===== src/rtl/regfile_wb_arbiter.sv =====
// Writeback arbiter for the single Register_File write port: round-robin between
// ALU and load results, plus a per-register pending scoreboard that drives decode stall.
module regfile_wb_arbiter #(
   parameter int BITSIZE  = 64,
   parameter int REGSIZE  = 32,
   parameter int ZERO_REG = 31,
   localparam int SW      = $clog2(REGSIZE)
) (
   input  logic               clk,
   input  logic               rst,
   input  logic               alu_valid,
   output logic               alu_ready,
   input  logic [SW-1:0]      alu_sel,
   input  logic [BITSIZE-1:0] alu_data,
   input  logic               mem_valid,
   output logic               mem_ready,
   input  logic [SW-1:0]      mem_sel,
   input  logic [BITSIZE-1:0] mem_data,
   input  logic               issue_valid,
   input  logic [SW-1:0]      issue_sel,
   input  logic [SW-1:0]      rd_sel1,
   input  logic [SW-1:0]      rd_sel2,
   output logic               stall,
   output logic [SW-1:0]      WriteSelect,
   output logic [BITSIZE-1:0] WriteData,
   output logic               WriteEnable,
   output logic [REGSIZE-1:0] pending,
   output logic               wb_err
);

   localparam logic [SW-1:0] ZSEL = SW'(ZERO_REG);

   typedef enum logic {GRANT_ALU = 1'b0, GRANT_MEM = 1'b1} grant_t;

   // Handshake: a writeback transfers on the edge where valid && ready; a requester
   // whose valid is high and ready low must hold valid, sel and data unchanged.
   grant_t               last_grant;
   logic                 accept;
   logic [SW-1:0]        win_sel;
   logic [BITSIZE-1:0]   win_data;
   logic                 win_is_zero;
   logic [REGSIZE-1:0]   pend_nxt;

   // Ready depends only on the valids and the pointer, so there is no ready->ready loop.
   assign alu_ready   = alu_valid && (!mem_valid || (last_grant == GRANT_MEM));
   assign mem_ready   = mem_valid && (!alu_valid || (last_grant == GRANT_ALU));
   assign accept      = alu_ready || mem_ready;
   assign win_sel     = alu_ready ? alu_sel  : mem_sel;
   assign win_data    = alu_ready ? alu_data : mem_data;
   assign win_is_zero = (win_sel == ZSEL);

   // Clear for the retiring writer first, then the new issue, so a same-register set wins.
   always_comb begin
      pend_nxt = pending;
      if (accept) pend_nxt[win_sel] = 1'b0;
      if (issue_valid && (issue_sel != ZSEL)) pend_nxt[issue_sel] = 1'b1;
      pend_nxt[ZERO_REG] = 1'b0;
   end

   always_ff @(posedge clk or negedge rst) begin
      if (!rst) begin
         last_grant  <= GRANT_MEM;
         WriteEnable <= 1'b0;
         WriteSelect <= '0;
         WriteData   <= '0;
         pending     <= '0;
         wb_err      <= 1'b0;
      end else begin
         WriteEnable <= accept && !win_is_zero;
         pending     <= pend_nxt;
         if (accept) begin
            last_grant  <= alu_ready ? GRANT_ALU : GRANT_MEM;
            WriteSelect <= win_sel;
            WriteData   <= win_data;
            if (!win_is_zero && !pending[win_sel]) wb_err <= 1'b1;
         end
      end
   end

   // The WriteEnable term covers the cycle before Register_File has committed the value.
   function automatic logic hit(input logic [SW-1:0] s);
      return (s != ZSEL) && (pending[s] || (WriteEnable && (WriteSelect == s)));
   endfunction

   assign stall = hit(rd_sel1) || hit(rd_sel2);

endmodule


===== config.mk =====
export PLATFORM = sky130hd
export DESIGN_NAME = regfile_wb_arbiter
export DESIGN_NICKNAME = d
export VERILOG_FILES = /design/src/rtl/regfile_wb_arbiter.sv
export SDC_FILE = /design/constraint.sdc
export NUM_CORES = 1
export LEC_CHECK = 0
export ABC_CLOCK_PERIOD_IN_PS = 2400
export BUFFER_PORTS_ARGS = -buffer_cell sky130_fd_sc_hd__buf_2
export CAP_MARGIN = 10
export CORE_MARGIN = 2
export CORE_UTILIZATION = 25
export DETAILED_ROUTE_END_ITERATION = 8
export PLACE_DENSITY_LB_ADDON = 0.1
export SYNTH_ARGS = -nofsm -noshare
export SYNTH_HDL_FRONTEND = slang
export SYNTH_SLANG_ARGS = --single-unit

===== constraint.sdc =====
create_clock -name clk -period 2.4 [get_ports clk]
set_input_delay 0.24 -clock clk [delete_from_list [all_inputs] [get_ports clk]]
set_output_delay 0.24 -clock clk [all_outputs]
set_load 0.02 [all_outputs]

==> results.sh, run 1 <==
export IMPL_outcome="complete, but fails checks"
export IMPL_violations="negative setup slack"
export IMPL_dr_pass1_iters=4
export IMPL_drive_gt1_frac=0.429
export IMPL_dp_hpwl_mm=15.7
export IMPL_grt_pass1_vias=5583
export IMPL_die_w_um=150
export IMPL_synth_edff_count=0
export IMPL_insertion_delay_ns=0.34
export IMPL_p_seq_frac=0.388
export IMPL_place_congestion=0.917
export IMPL_synth_fp_nets=717
export IMPL_fin_skew_ns=0.00880
export IMPL_cts_buffer_depth=2
export IMPL_start_util=0.254
export IMPL_min_from="mem_data[42]"
export IMPL_reg2reg_from="last_grant$_DFFE_PN1N_"
export IMPL_highest_layer="met4"
export IMPL_syn_inst=559
export IMPL_dr_wl_met3_mm=1.70
export IMPL_finalWorstSetupSlack_ns=-0.298
export IMPL_drc=0
export IMPL_crit_cells=6
export IMPL_synth_simple_area_share=0.151
export IMPL_ant_nets=0
export IMPL_slowest_delay_ns=0.49
export IMPL_fmax_ghz=0.371
export IMPL_cp_arrival_ns=2.46
export IMPL_finalCritPeriodShare=1.12
export IMPL_dp_cells=1094
export IMPL_internal_power_mw=3.81
export IMPL_cp_cell_sequence="mux4_2 > mux4_2 > mux2_4 > a31oi_4 > o22ai_2 > buf_6"
export IMPL_cp_data_required_time_ns=2.16
export IMPL_combPwrFrac=0.370
export IMPL_synth_compound_area_share=0.199
export IMPL_dr_wl_met2_mm=9.52
export IMPL_vias_per_cell=4.99
export IMPL_wl_mm=20.3
export IMPL_rows=53
export IMPL_synth_top_area_frac=0.478
export IMPL_critPathMaxFanout=4
export IMPL_syn2layout_area_growth_pct=41.3
export IMPL_crit_type="register to output pin"
export IMPL_wl_per_cell_um=18.1
export IMPL_cts_sinks=103
export IMPL_synth_top_family_by_area="compound AO/OA/AOI/OAI gates"
export IMPL_clk_pin_slew_ns=0.07
export IMPL_fill_cells=2178
export IMPL_yosysTopAreaCell="dfrtp_1"
export IMPL_fp_dieH_um=150
export IMPL_critPathCapture="stall"
export IMPL_tritoncts="done"
export IMPL_ys_async_sr_fraction=1.00
export IMPL_diodes=0
export IMPL_place_ws_ns=-0.0844
export IMPL_syn_area_um2=5340
export IMPL_vias=5577
export IMPL_p_total_mw=6.02
export IMPL_hold_class="input pin to register"
export IMPL_grt_start_max_net_pins=66
export IMPL_grt_overflow_total=0
export IMPL_ios=264
export IMPL_cts_buffers=9
export IMPL_slowest_stage="mux4_2"
export IMPL_avgSynthCellArea_um2=9.56
export IMPL_pwr_share_clk=0.242
export IMPL_rsz0062_at_grt="yes"
export IMPL_clockRootBuffer="clkbuf_16"
export IMPL_grt_usage=0.177
export IMPL_cap_violations=0
export IMPL_timing_critical_path_max_delay_family="multiplexers"
export IMPL_reg2reg_slack_ns=0.19
export IMPL_critPathBufInv=1
export IMPL_grt_first_pass_wirelength_mm=30.8
export IMPL_maxSlewHeadroom=0.614
export IMPL_critPathLaunchType="register"
export IMPL_antenna_found_initial=0
export IMPL_nNetsFinal=997
export IMPL_met1_length_mm=8.32
export IMPL_p_leak_nw=3.45
export IMPL_powerDensity_nw_per_um2=797
export IMPL_period_minus_slack_ns=2.70
export IMPL_yosysSeqAreaShare=0.483
export IMPL_finalHoldViolations=0
export IMPL_synth_area_top_cells="dfrtp_1 (48%), mux4_2 (10%), nor2_1 (9.7%)"
export IMPL_crit_path_end_kind="output pin"
export IMPL_switchingPower_mw=2.21
export IMPL_worstMarginPinSlew_ns=0.574
export IMPL_drtIter0Drc=255
export IMPL_fp_coreArea_um2=21000
export IMPL_port_buffers=262
export IMPL_synthXorXnorAreaFrac=0.0164
export IMPL_tns_ns=-0.298
export IMPL_max_vdd_ir_drop_mv=0.311
export IMPL_yosys_warnings=0
export IMPL_final_cells=1118
export IMPL_ys_ff_latch=103
export IMPL_h_tree_depth=3
export IMPL_timing_final_max_slew_violations=0
export IMPL_crit_path_start="pending[7]$_DFF_PN0_"
export IMPL_synth_most_common_cell="nor2_1"
export IMPL_ys_flop_type="dfrtp_1"
export IMPL_synth_cell_types=53
export IMPL_rr_endpoint="wb_err$_DFFE_PN0P_"
export IMPL_setup_viol=1
export IMPL_die_area_um2=22600
export IMPL_netSwitchingFraction=0.367
export IMPL_reg2reg_depth=6
export IMPL_synthMuxAreaShare=0.119
export IMPL_path_common_cell="mux4_2"
export IMPL_synthAdderAreaFrac=0
export IMPL_synthTopCellsByCount="nor2_1 (138), dfrtp_1 (102), o21ai_0 (71), o22ai_1 (66), clkbuf_1 (25)"
[layout make-up]
class,count,area (µm²),area share
Multi-Input combinational cell,415,2660,0.352
Sequential cell,103,2590,0.343
Timing Repair Buffer,301,1640,0.217
Tap cell,275,344,0.0456
Clock buffer,10,229,0.0303
Clock inverter,5,58.8,0.00779
Inverter,9,33.8,0.00447
[worst min path at each step]
stage,end,depth (start not counted),slack [ns]
6_report,WriteData[42]$_DFFE_PN0N_,3,0.13
3_5_place_dp,pending[16]$_DFF_PN0_,1,0.16
4_1_cts,WriteData[42]$_DFFE_PN0N_,3,0.11
3_3_place_gp,pending[16]$_DFF_PN0_,1,0.16
2_1_floorplan,WriteData[0]$_DFFE_PN0N_,0,-0.06
5_1_grt,WriteData[32]$_DFFE_PN0N_,3,0.12
[tightest hold or removal path, cell delays in order]
cell and delay [ns]:
buf_2 0.07, o22ai_1 0.05, nor2_1 0.07
[placed cells by master, fill, tap and decap left out, types with 3 or more instances in the layout]
cell and n:
o21ai_0 71, nor2b_1 6, a211oi_1 3, xor2_1 8
dfrtp_1 95, inv_1 8, mux4_2 24, a21oi_1 10
dfrtp_2 7, nand3_1 14, nand2_1 17, mux2i_1 5
buf_2 260, clkbuf_16 9, o22ai_1 65, nor2_1 138
buf_4 37, a32o_1 3, nor4_1 3
[flip-flops by register name, indices dropped and copies added (netlist names)]
name and flops:
wb_err 1, pending 31, WriteEnable 1, WriteData 64
last_grant 1, WriteSelect 5
[cells by family after synthesis]
logic type	count (synthesis)
AO/OA/AOI/OAI	176
XOR/XNOR	10
buffers and inverters	41
flip-flops	103
multiplexers	33
other	1
AND/OR/NAND/NOR	195
[power groups by stage]
stage                     combinational [mW]  sequential, mW  clock (mW)
after CTS                               2.15            2.33        1.52
after global routing                    2.41            2.37        1.59
final                                   2.23            2.33        1.46
after floorplan                        0.786            2.68           0
after detailed placement                2.09            2.37           0
after global placement                  2.08            2.36           0
[layer usage]
layer / vias up / track usage
met4: 0 / 0.0821
met1: 2626 / 0.229
met5: - / 0
met2: 304 / 0.279
li1: 2602 / -
met3: 45 / 0.0458
[timing repair]
action / 4_1_cts / 5_1_grt
endpoints found under the setup margin: 1 / 6
endpoints found under the hold margin: 18 / 0
hold buffers: 1 / 0
pin swaps: 0 / 1
resized for setup: 3 / 14
buffers inserted: 6 / 2
[through the flow]
stage / hold slack (ns) / cell area, µm² / util
2_1_floorplan: -0.0556 / 5340 / -
3_3_place_gp: 0.157 / 7120 / 0.339
3_5_place_dp: 0.158 / 7120 / 0.339
4_1_cts: 0.113 / 7470 / 0.355
5_1_grt: 0.122 / 7550 / 0.359
6_report: 0.134 / 7550 / 0.359
Power figures use the tool's default switching activity.
==> run 2, diff against run 1 <==
- ABC_AREA: unset -> 1
- REMOVE_ABC_BUFFERS: unset -> 1
==> run 2 against run 1 <==
  * The flow now finishes without violations
  * Register-to-register slack gained 0.31 ns
  * Flip-flop and latch count did not move
  * Sequential power up 6%
==> results.sh, run 2 <==
export IMPL_powerDensity_nw_per_um2=771
export IMPL_top_register="WriteData"
export IMPL_outcome="completed"
export IMPL_synth_top_area_frac=0.435
export IMPL_cp_data_required_time_ns=2.16
export IMPL_rsz0062_at_grt="no"
export IMPL_clk_pin_slew_ns=0.08
export IMPL_synth_edff_count=0
export IMPL_p_total_mw=5.97
export IMPL_timing_final_max_slew_violations=0
export IMPL_slowest_delay_ns=0.58
export IMPL_clockRootBuffer="clkbuf_16"
export IMPL_yosysTopAreaCell="dfrtp_1"
export IMPL_synthTopCellsByCount="nand2_1 (181), nor2_1 (146), dfrtp_1 (102), o21ai_0 (75), o31ai_1 (65)"
export IMPL_syn_inst=799
export IMPL_die_w_um=157
export IMPL_vias_per_cell=4.61
export IMPL_crit_path_end_kind="output pin"
export IMPL_fp_coreArea_um2=23300
export IMPL_ys_async_sr_fraction=1.00
export IMPL_cap_violations=0
export IMPL_crit_type="register to output pin"
export IMPL_port_buffers=262
export IMPL_yosys_warnings=0
export IMPL_drive_gt1_frac=0.302
export IMPL_cts_buffers=9
export IMPL_vias=6281
export IMPL_drtIter0Drc=364
export IMPL_max_vdd_ir_drop_mv=0.338
export IMPL_mostFrequentLayoutCells="buf_2 (261), nand2_1 (181), nor2_1 (146)"
export IMPL_synth_area_top_cells="dfrtp_1 (44%), nand2_1 (12%), nor2_1 (9.3%)"
export IMPL_largest_register_ffs=64
export IMPL_final_util=0.333
export IMPL_final_cells=1362
export IMPL_fin_skew_ns=0.00687
export IMPL_register_area_um2=2580
export IMPL_wl_mm=22.2
export IMPL_tritoncts="done"
export IMPL_met1_length_mm=9.55
export IMPL_cts_buffer_depth=2
export IMPL_ios=264
export IMPL_dr_wl_met2_mm=10.5
export IMPL_ys_flop_type="dfrtp_1"
export IMPL_place_congestion=0.829
export IMPL_critPathLaunchType="register"
export IMPL_cp_arrival_ns=1.99
export IMPL_multi_input_area_um2=2840
export IMPL_fp_dieH_um=157
export IMPL_grt_start_max_net_pins=129
export IMPL_insertion_delay_ns=0.36
export IMPL_grt_first_pass_wirelength_mm=34.1
export IMPL_avgSynthCellArea_um2=7.34
export IMPL_h_tree_depth=3
export IMPL_drc=0
export IMPL_synth_cell_types=28
export IMPL_dr_wl_met3_mm=1.77
export IMPL_setup_viol=0
export IMPL_fill_cells=2595
export IMPL_highest_layer="met5"
export IMPL_p_leak_nw=3.81
export IMPL_ant_nets=0
export IMPL_period_minus_slack_ns=2.23
export IMPL_yosysSeqAreaShare=0.440
export IMPL_grt_pass1_vias=6094
export IMPL_diodes=0
export IMPL_critPathMaxFanout=65
export IMPL_grt_usage=0.178
export IMPL_rows=56
export IMPL_dp_hpwl_mm=16.4
export IMPL_ys_ff_latch=103
export IMPL_grt_overflow_total=0
export IMPL_final_common_cell="buf_2"
export IMPL_syn_area_um2=5860
export IMPL_wl_per_cell_um=16.3
export IMPL_maxSlewHeadroom=0.494
export IMPL_dp_cells=1345
export IMPL_slowest_stage="buf_4"
export IMPL_post_dp_cell_area_um2=7440
export IMPL_antenna_found_initial=1
export IMPL_cts_sinks=103
export IMPL_synth_most_common_cell="nand2_1"
export IMPL_syn2layout_area_growth_pct=32.1
export IMPL_start_util=0.252
export IMPL_worstMarginPinSlew_ns=0.759
export IMPL_largest_registers="WriteData: 64 flops, pending: 31 flops, WriteSelect: 5 flops"
export IMPL_finalHoldViolations=0
export IMPL_hold_class="input pin to register"
export IMPL_final_area_um2=7740
export IMPL_die_area_um2=24700
export IMPL_finalCritPeriodShare=0.931
export IMPL_dr_pass1_iters=5
export IMPL_cp_cell_sequence="nand2_4 > nand2_2 > buf_4 > buf_2"
export IMPL_nNetsFinal=1196
export IMPL_fmax_ghz=0.448
run 2: changes by cell type in the layout (fill, tap and decap cells not counted), moves of 8 or more:
cell	delta
inv_1	+42
inv_2	+8
a21oi_1	+9
nand3_1	+36
o31ai_1	+64
xor2_1	-8
nand2_1	+164
o22ai_1	-61
nand2_2	+10
o211ai_1	+12
nor2_1	+8
buf_4	-30
o21ai_1	+12
mux4_2	-24
run 2: report_power, final:
group	internal (mW)	leakage [nW]	switching (mW)	total, mW
clock network	0.740	0.141	0.777	1.52
logic	0.678	2.46	1.30	1.98
registers	2.06	1.21	0.415	2.47
run 2: path summary, 6_finish.rpt:
path                                           start                          to  slack (ns)  cells after the start
max in group asynchronous                        rst   WriteData[42]$_DFFE_PN0N_        1.30                      3
max reg2reg                   last_grant$_DFFE_PN1N_          wb_err$_DFFE_PN0P_        0.50                     14
max                           last_grant$_DFFE_PN1N_                   alu_ready        0.17                      4
min reg2reg                WriteData[23]$_DFFE_PN0N_   WriteData[23]$_DFFE_PN0N_        0.48                      2
min                                     alu_data[10]   WriteData[10]$_DFFE_PN0N_        0.16                      3
min in group asynchronous                        rst  WriteSelect[4]$_DFFE_PN0N_        0.36                      2
run 2: layout make-up:
class                           count  area share
Timing Repair Buffer              271       0.182
Multi-Input combinational cell    595       0.367
Sequential cell                   103       0.333
Clock inverter                      7     0.00953
Clock buffer                        9      0.0291
Tap cell                          319      0.0515
Inverter                           58      0.0281
run 2: layer usage:
metal,global-route usage,vias to the layer above
met5,0,-
met4,0.0537,2
met1,0.229,2883
met2,0.293,236
met3,0.0485,23
li1,-,3137
run 2: cells by family after synthesis:
| kind of cell | Yosys count | synth area share |
|---|---|---|
| buffers and inverters | 101 | 0.0762 |
| DFF | 103 | 0.440 |
| AOI/OAI and AO/OA | 195 | 0.204 |
| other | 1 | 0.000640 |
| and+or+nand+nor | 399 | 0.279 |
run 2: per-stage QoR:
step / setup WS (ns) / hold WS (ns) / TNS [ns]
6_report: 0.166 / 0.158 / 0
5_1_grt: 0.0510 / 0.158 / 0
4_1_cts: 0.125 / 0.146 / 0
3_5_place_dp: 0.517 / 0.197 / 0
3_3_place_gp: 0.525 / 0.203 / 0
2_1_floorplan: -1.50 / -0.0556 / -93.97
run 2: critical path: cells and delay by family, from the launching register on:
family,cells,cell delay (ns)
buffers and inverters,2,0.87
DFF,1,0.56
and+or+nand+nor,2,0.16
run 2: timing repair:
action                    in CTS  in global routing
hold buffers                   1                  0
gates resized for setup        0                  0
buffers inserted               0                  0
hold endpoints to repair      26                  0
